**src/rtl/stream_cypher_lfsr_pkg.sv**
```systemverilog
// Shared constants, FSM encoding and the keystream step function for the
// LFSR stream cypher.
package stream_cypher_pkg;

  localparam int          LFSR_W = 32;
  localparam logic [31:0] TAPS   = 32'h8020_0003;
  localparam logic [31:0] SAFE   = 32'h0000_0001;

  typedef enum logic {
    IDLE = 1'b0,
    RUN  = 1'b1
  } state_e;

  // One Galois step: shift right, fold the mask back in when a 1 falls out.
  function automatic logic [LFSR_W-1:0] lfsr_next(
    input logic [LFSR_W-1:0] s,
    input logic [LFSR_W-1:0] taps = TAPS
  );
    return {1'b0, s[LFSR_W-1:1]} ^ (s[0] ? taps : '0);
  endfunction

endpackage

```
**src/rtl/stream_cypher_lfsr_keystream.sv**
```systemverilog
// Seeded Galois LFSR. Produces the keystream word for the current state and
// advances one step per accepted data word.
module keystream_lfsr
  import stream_cypher_pkg::*;
#(
  parameter int                DATA_W   = 8,
  parameter logic [LFSR_W-1:0] TAP_MASK = TAPS,
  parameter logic [LFSR_W-1:0] ZERO_SUB = SAFE
) (
  input  logic              clk,
  input  logic              rst,
  input  logic              load_i,
  input  logic [LFSR_W-1:0] seed_i,
  input  logic              adv_i,
  output logic [DATA_W-1:0] ks_o
);

  logic [LFSR_W-1:0] lfsr_q;
  logic [LFSR_W-1:0] lfsr_d;

  // An all-zero state would lock the register, so a zero seed is swapped out.
  always_comb begin
    lfsr_d = lfsr_q;
    if (load_i) begin
      lfsr_d = (seed_i == '0) ? ZERO_SUB : seed_i;
    end else if (adv_i) begin
      lfsr_d = lfsr_next(lfsr_q, TAP_MASK);
    end
  end

  always_ff @(posedge clk or posedge rst) begin
    if (rst) begin
      lfsr_q <= ZERO_SUB;
    end else begin
      lfsr_q <= lfsr_d;
    end
  end

  assign ks_o = lfsr_q[DATA_W-1:0];

endmodule

```
**src/rtl/stream_cypher_lfsr.sv**
```systemverilog
// Pipelined XOR stream cypher: valid/ready input, one-word output register,
// keystream from an internal seeded LFSR. Encrypts and decrypts identically.
module stream_cypher_lfsr
  import stream_cypher_pkg::state_e;
  import stream_cypher_pkg::IDLE;
  import stream_cypher_pkg::RUN;
#(
  parameter int                DATA_W = 8,
  parameter int                LFSR_W = 32,
  parameter logic [LFSR_W-1:0] TAPS   = 32'h8020_0003,
  parameter logic [LFSR_W-1:0] SAFE   = 32'h0000_0001
) (
  input  logic              clk,
  input  logic              rst,
  input  logic              seed_load,
  input  logic [LFSR_W-1:0] seed,
  input  logic              bypass,
  input  logic              in_valid,
  output logic              in_ready,
  input  logic [DATA_W-1:0] in_data,
  output logic              out_valid,
  input  logic              out_ready,
  output logic [DATA_W-1:0] out_data,
  output logic [31:0]       word_cnt,
  output logic              seeded
);

  state_e            state_q;
  logic              seeded_q;
  logic              out_valid_q;
  logic              out_valid_d;
  logic [DATA_W-1:0] out_data_q;
  logic [DATA_W-1:0] out_data_d;
  logic [31:0]       word_cnt_q;
  logic [31:0]       word_cnt_d;
  logic [DATA_W-1:0] ks;
  logic              accept;

  // A word transfers on a side when valid && ready are both high at a rising
  // edge; valid never waits on ready, and in_ready never looks at in_valid.
  assign in_ready = (state_q == RUN) && !seed_load && (!out_valid_q || out_ready);
  assign accept   = in_valid && in_ready;

  keystream_lfsr #(
    .DATA_W   (DATA_W),
    .TAP_MASK (TAPS),
    .ZERO_SUB (SAFE)
  ) u_keystream (
    .clk    (clk),
    .rst    (rst),
    .load_i (seed_load),
    .seed_i (seed),
    .adv_i  (accept),
    .ks_o   (ks)
  );

  always_ff @(posedge clk or posedge rst) begin
    if (rst) begin
      state_q  <= IDLE;
      seeded_q <= 1'b0;
    end else begin
      case (state_q)
        IDLE: begin
          if (seed_load) begin
            state_q  <= RUN;
            seeded_q <= 1'b1;
          end
        end
        RUN: begin
          state_q  <= RUN;
          seeded_q <= 1'b1;
        end
        default: begin
          state_q  <= IDLE;
          seeded_q <= 1'b0;
        end
      endcase
    end
  end

  // Accept overrides pop, so a simultaneous pop and accept leaves no bubble.
  always_comb begin
    out_valid_d = out_valid_q;
    out_data_d  = out_data_q;
    if (accept) begin
      out_valid_d = 1'b1;
      out_data_d  = bypass ? in_data : (in_data ^ ks);
    end else if (out_valid_q && out_ready) begin
      out_valid_d = 1'b0;
    end
  end

  always_comb begin
    word_cnt_d = word_cnt_q;
    if (seed_load) begin
      word_cnt_d = '0;
    end else if (accept) begin
      word_cnt_d = word_cnt_q + 32'd1;
    end
  end

  always_ff @(posedge clk or posedge rst) begin
    if (rst) begin
      out_valid_q <= 1'b0;
      out_data_q  <= '0;
      word_cnt_q  <= '0;
    end else begin
      out_valid_q <= out_valid_d;
      out_data_q  <= out_data_d;
      word_cnt_q  <= word_cnt_d;
    end
  end

  assign out_valid = out_valid_q;
  assign out_data  = out_data_q;
  assign word_cnt  = word_cnt_q;
  assign seeded    = seeded_q;

endmodule

```
**config.mk**
```make
export PLATFORM = sky130hd
export DESIGN_NAME = stream_cypher_lfsr
export DESIGN_NICKNAME = d
export VERILOG_FILES = /design/src/rtl/stream_cypher_lfsr_pkg.sv /design/src/rtl/stream_cypher_lfsr_keystream.sv /design/src/rtl/stream_cypher_lfsr.sv
export SDC_FILE = /design/constraint.sdc
export NUM_CORES = 1
export LEC_CHECK = 0
export ABC_CLOCK_PERIOD_IN_PS = 4500
export BUFFER_PORTS_ARGS = -buffer_cell sky130_fd_sc_hd__buf_2
export CORE_ASPECT_RATIO = 0.9
export CORE_MARGIN = 5
export CORE_UTILIZATION = 40
export CTS_CLUSTER_DIAMETER = 40
export CTS_CLUSTER_SIZE = 30
export DETAILED_ROUTE_END_ITERATION = 8
export GPL_TIMING_DRIVEN = 0
export PLACE_DENSITY = 0.74
export SLEW_MARGIN = 20
export SYNTH_ARGS = -nofsm -noshare
export SYNTH_HDL_FRONTEND = slang
export SYNTH_SLANG_ARGS = --single-unit
```
**constraint.sdc**
```tcl
create_clock -name clk -period 4.5 [get_ports clk]
set_input_delay 0.225 -clock clk [delete_from_list [all_inputs] [get_ports clk]]
set_output_delay 0.225 -clock clk [all_outputs]
set_load 0.02 [all_outputs]
```
==> key figures <==
Cells and area
  • Fin nets: between 500 and 600
  • N_diodes: 0
  • Most common library cell in the layout ignoring fill and taps: buf_2
  • Proportion of layout cells with a drive suffix above 1: approximately 31%
  • Layout area overhead: 22.7%
  • Commonest cells after routing, fill and taps aside: buf_2, dfrtp_1, o22ai_1, o21ba_2, nand2_1

STA
  • Total negative slack: 0 ns
  • Worst slew pin tran: ~0.51 ns
  • Fmax: ~420 MHz
  • Fin crit period: between 2 and 2.5 ns
  • Setup Viol. Count Final: 0
  • Fin. Hold Viols: 0
  • Max Slew Vio Count: 0
  • Max Clock Skew: approximately 0.009 ns
  • Final hold slack: around 0.13 ns
  • Part of the cycle the worst path needs: between 50% and 60%
  • Final worst slack: around 2.1 ns
  • Slew HR: between 60% and 70%
  • RSZ-0062 raised after global routing: no

Clocking
  • # H-tree levels: 3
  • Clock slew at reported path FFs: 0.08 ns
  • Setup bufs post-CTS: 0
  • CTS resizes: 0
  • Worst-case clock buffer depth: 2
  • Worst-Skew Late Latency: 0.35 ns
  • TritonCTS sink count: between 70 and 80
  • TritonCTS clock tree: built
  • CTS Buf Count: 9
  • Clock Tree Root: clkbuf_8

Run status
  • Status: finished clean

Drt
  • Final antenna-violating net count: 0
  • Router iterations before antenna repair: 4
  • DRC violations left: 0
  • DR vias: 3249
  • Average wire per standard cell: ~16 um
  • Total Wirelength: approximately 9300 um
  • Detailed Route Iter0 Violations: about 190
  • Via density: ~5.5

Worst setup path
  • Reg-to-reg critical path startpoint: out_valid
  • Crit path from: out_valid
  • Most used cell, CP: clkbuf_1
  • Crit Path Max Fanout: 10
  • Crit-path slowest cell: dfrtp_1
  • Critical Path Source Type: flip-flop
  • CP endpoint kind: flip-flop
  • Critical path buffers and inverters: 2
  • Largest delay share family, worst path: simple AND/OR/NAND/NOR gates
  • Crit-path cells: nand2b_1, clkbuf_1, nand4_1, clkbuf_1, nor4_1, mux2_2
  • Critical Path RT: between 4 and 5 ns
  • Largest stage delay, worst path: approximately 0.40 ns
  • Critical path class: reg -> reg
  • CP arrival: between 2 and 3 ns

Synth
  • Post-synthesis net count: just over 400
  • Register area share after synthesis: about 50%
  • Yosys reg bits: between 70 and 80
  • Yosys cell types: 35
  • Synth Instances: roughly 360
  • Mean post-synth cell area: 10.2 um2
  • Mapped Area: 3700 um2
  • Synth Warn #: 0

Global route
  • Tot GR Track Use: approximately 17%
  • Vias in the first global route: roughly 3200
  • Largest net degree at the start of global routing: between 40 and 50
  • Gr ovfl total: 0
  • Global-route wire length before repair: 15800 um
  • Initial antenna violation count: 0

Job
  • Max-cap violation count: 0

Worst hold path
  • Min-delay worst type: in -> reg
  • HP Start: seed[1]

Power and ir drop
  • Pleak: 0.00191 uW
  • Worst ir drop on vdd: around 180 uV
  • Cell Pwr Density: around 350 nW/um2

Floorplan
  • Die W: 111 um
  • Core ar.: about 9100 um2
  • Die Footprint: 11300 um2
  • Row count: 33
  • Ports: 89
  • Die Y-Extent: ~100 um
  • Initial core utilization: 40.7%

Placement
  • Port Buffers: 86
  • Pre-CTS WS: ~2.1 ns
  • Routability Congestion: 0.822
  • DP Wirelength: 6900 um
[cell usage after synthesis]
master / n / area share, %
dfrtp_1: 74 / 50
o21ba_2: 29 / 7.8
o22ai_1: 29 / 4.9
nand2_1: 24 / 2.4
clkbuf_1: 21 / 2.1
a21oi_1: 18 / 2.4
o21ai_0: 18 / 2.4
nor4_1: 15 / 2.5
nor2b_1: 13 / 2.2
nand4_1: 11 / 1.9
or4_1: 10 / 2.0
xnor2_1: 10 / 2.4
inv_1: 9 / 0.91
nand3_1: 9 / 1.2
nor2_1: 9 / 0.91
o31ai_1: 9 / 1.8
or3_1: 9 / 1.5
and4_1: 5 / 1.2
mux2_2: 5 / 1.5
and3_1: 4 / 0.68
buf_1: 4 / 0.41
mux2i_1: 4 / 1.1
xor2_1: 4 / 0.95
buf_2: 3 / 0.41
o311ai_0: 3 / 0.71
o41ai_1: 3 / 0.71
or2_2: 2 / 0.34
a211oi_1: 1 / 0.20
and2_1: 1 / 0.17
buf_6: 1 / 0.30
dfstp_2: 1 / 0.71
ha_1: 1 / 0.34
nand2b_1: 1 / 0.17
nand4b_1: 1 / 0.24
o221a_2: 1 / 0.30
[per-layer routing]
| layer | vias to the layer above | share of wire (%) | global-route usage (%) | wire length [um] |
|---|---|---|---|---|
| li1 | 1542 | - | - | - |
| met1 | 1602 | 45 | 23.1 | 4140 |
| met2 | 99 | 48 | 27.6 | 4440 |
| met3 | 6 | 6.9 | 5.56 | 636 |
| met4 | 0 | 0.64 | 3.74 | 59 |
| met5 | - | 0 | 0 | 0 |
[registers in the layout, summed over array words and instances, names as in the netlist]
register / flops
state_q: 1
seeded: 1
out_valid: 1
word_cnt: 32
u_keystream.lfsr_q: 32
out_data: 8
[power by group]
group          switching [uW]  total, uW  leakage, uW  internal [uW]
clock network             268        583     0.000106            316
registers                36.1        764     0.000938            728
logic                     118        221     0.000871            103
total                     422       1570      0.00191           1150
[cell families (layout without fill, tap and decap cells)]
| kind of cell | count (synthesis) | after routing | synth area share (%) |
|---|---|---|---|
| buffers and inverters | 38 | 142 | 4.16 |
| AND/OR/NAND/NOR | 114 | 114 | 17.5 |
| adder cells (fa/ha/maj) | 1 | 1 | 0.338 |
| AO/OA/AOI/OAI | 111 | 111 | 21.4 |
| flip-flops | 75 | 75 | 50.7 |
| XOR/XNOR | 14 | 14 | 3.31 |
| multiplexers | 9 | 9 | 2.60 |
[path summary, 6_finish.rpt]
kind	to	slack [ns]	cells after the start
worst max-delay path	word_cnt[31]	2.14	6
worst min-delay path	u_keystream.lfsr_q[1]	0.13	3
worst max register to register	word_cnt[31]	2.14	6
worst min register to register	seeded	0.47	1
max in group asynchronous	u_keystream.lfsr_q[0]	3.44	4
min in group asynchronous	u_keystream.lfsr_q[26]	0.42	3
[metrics by stage]
stage          instances  area, um2  util [%]  total power (uW)
5_1_grt              588       4540      50.0              1650
4_1_cts              588       4540      50.0              1590
6_report             588       4540      50.0              1570
3_3_place_gp         570       4280      47.2               991
3_5_place_dp         571       4310      47.4              1000
2_1_floorplan        362       3700         -               916
[timing repair]
| action | CTS | global route |
|---|---|---|
| hold buffers | 1 | 0 |
| endpoints found under the setup margin | 0 | 0 |
| endpoints found under the hold margin | 33 | 0 |
[worst reg2reg max path: cells and delay by family (launching register included)]
family                 cells  cell delay [ns]
flip-flops                 1             0.40
multiplexers               1             0.37
buffers and inverters      2             0.66
AND/OR/NAND/NOR            3             0.82
[layout make-up]
cell class	instances	area, um2
fillers	859	4540
flip-flops and latches	75	1880
multi-input cells	249	1670
repair buffers	88	460
well taps	122	153
clock buffers	9	124
plain buffers	29	120
clock inverters	7	101
inverters	9	36.3
(Power assumes the default switching activity.)
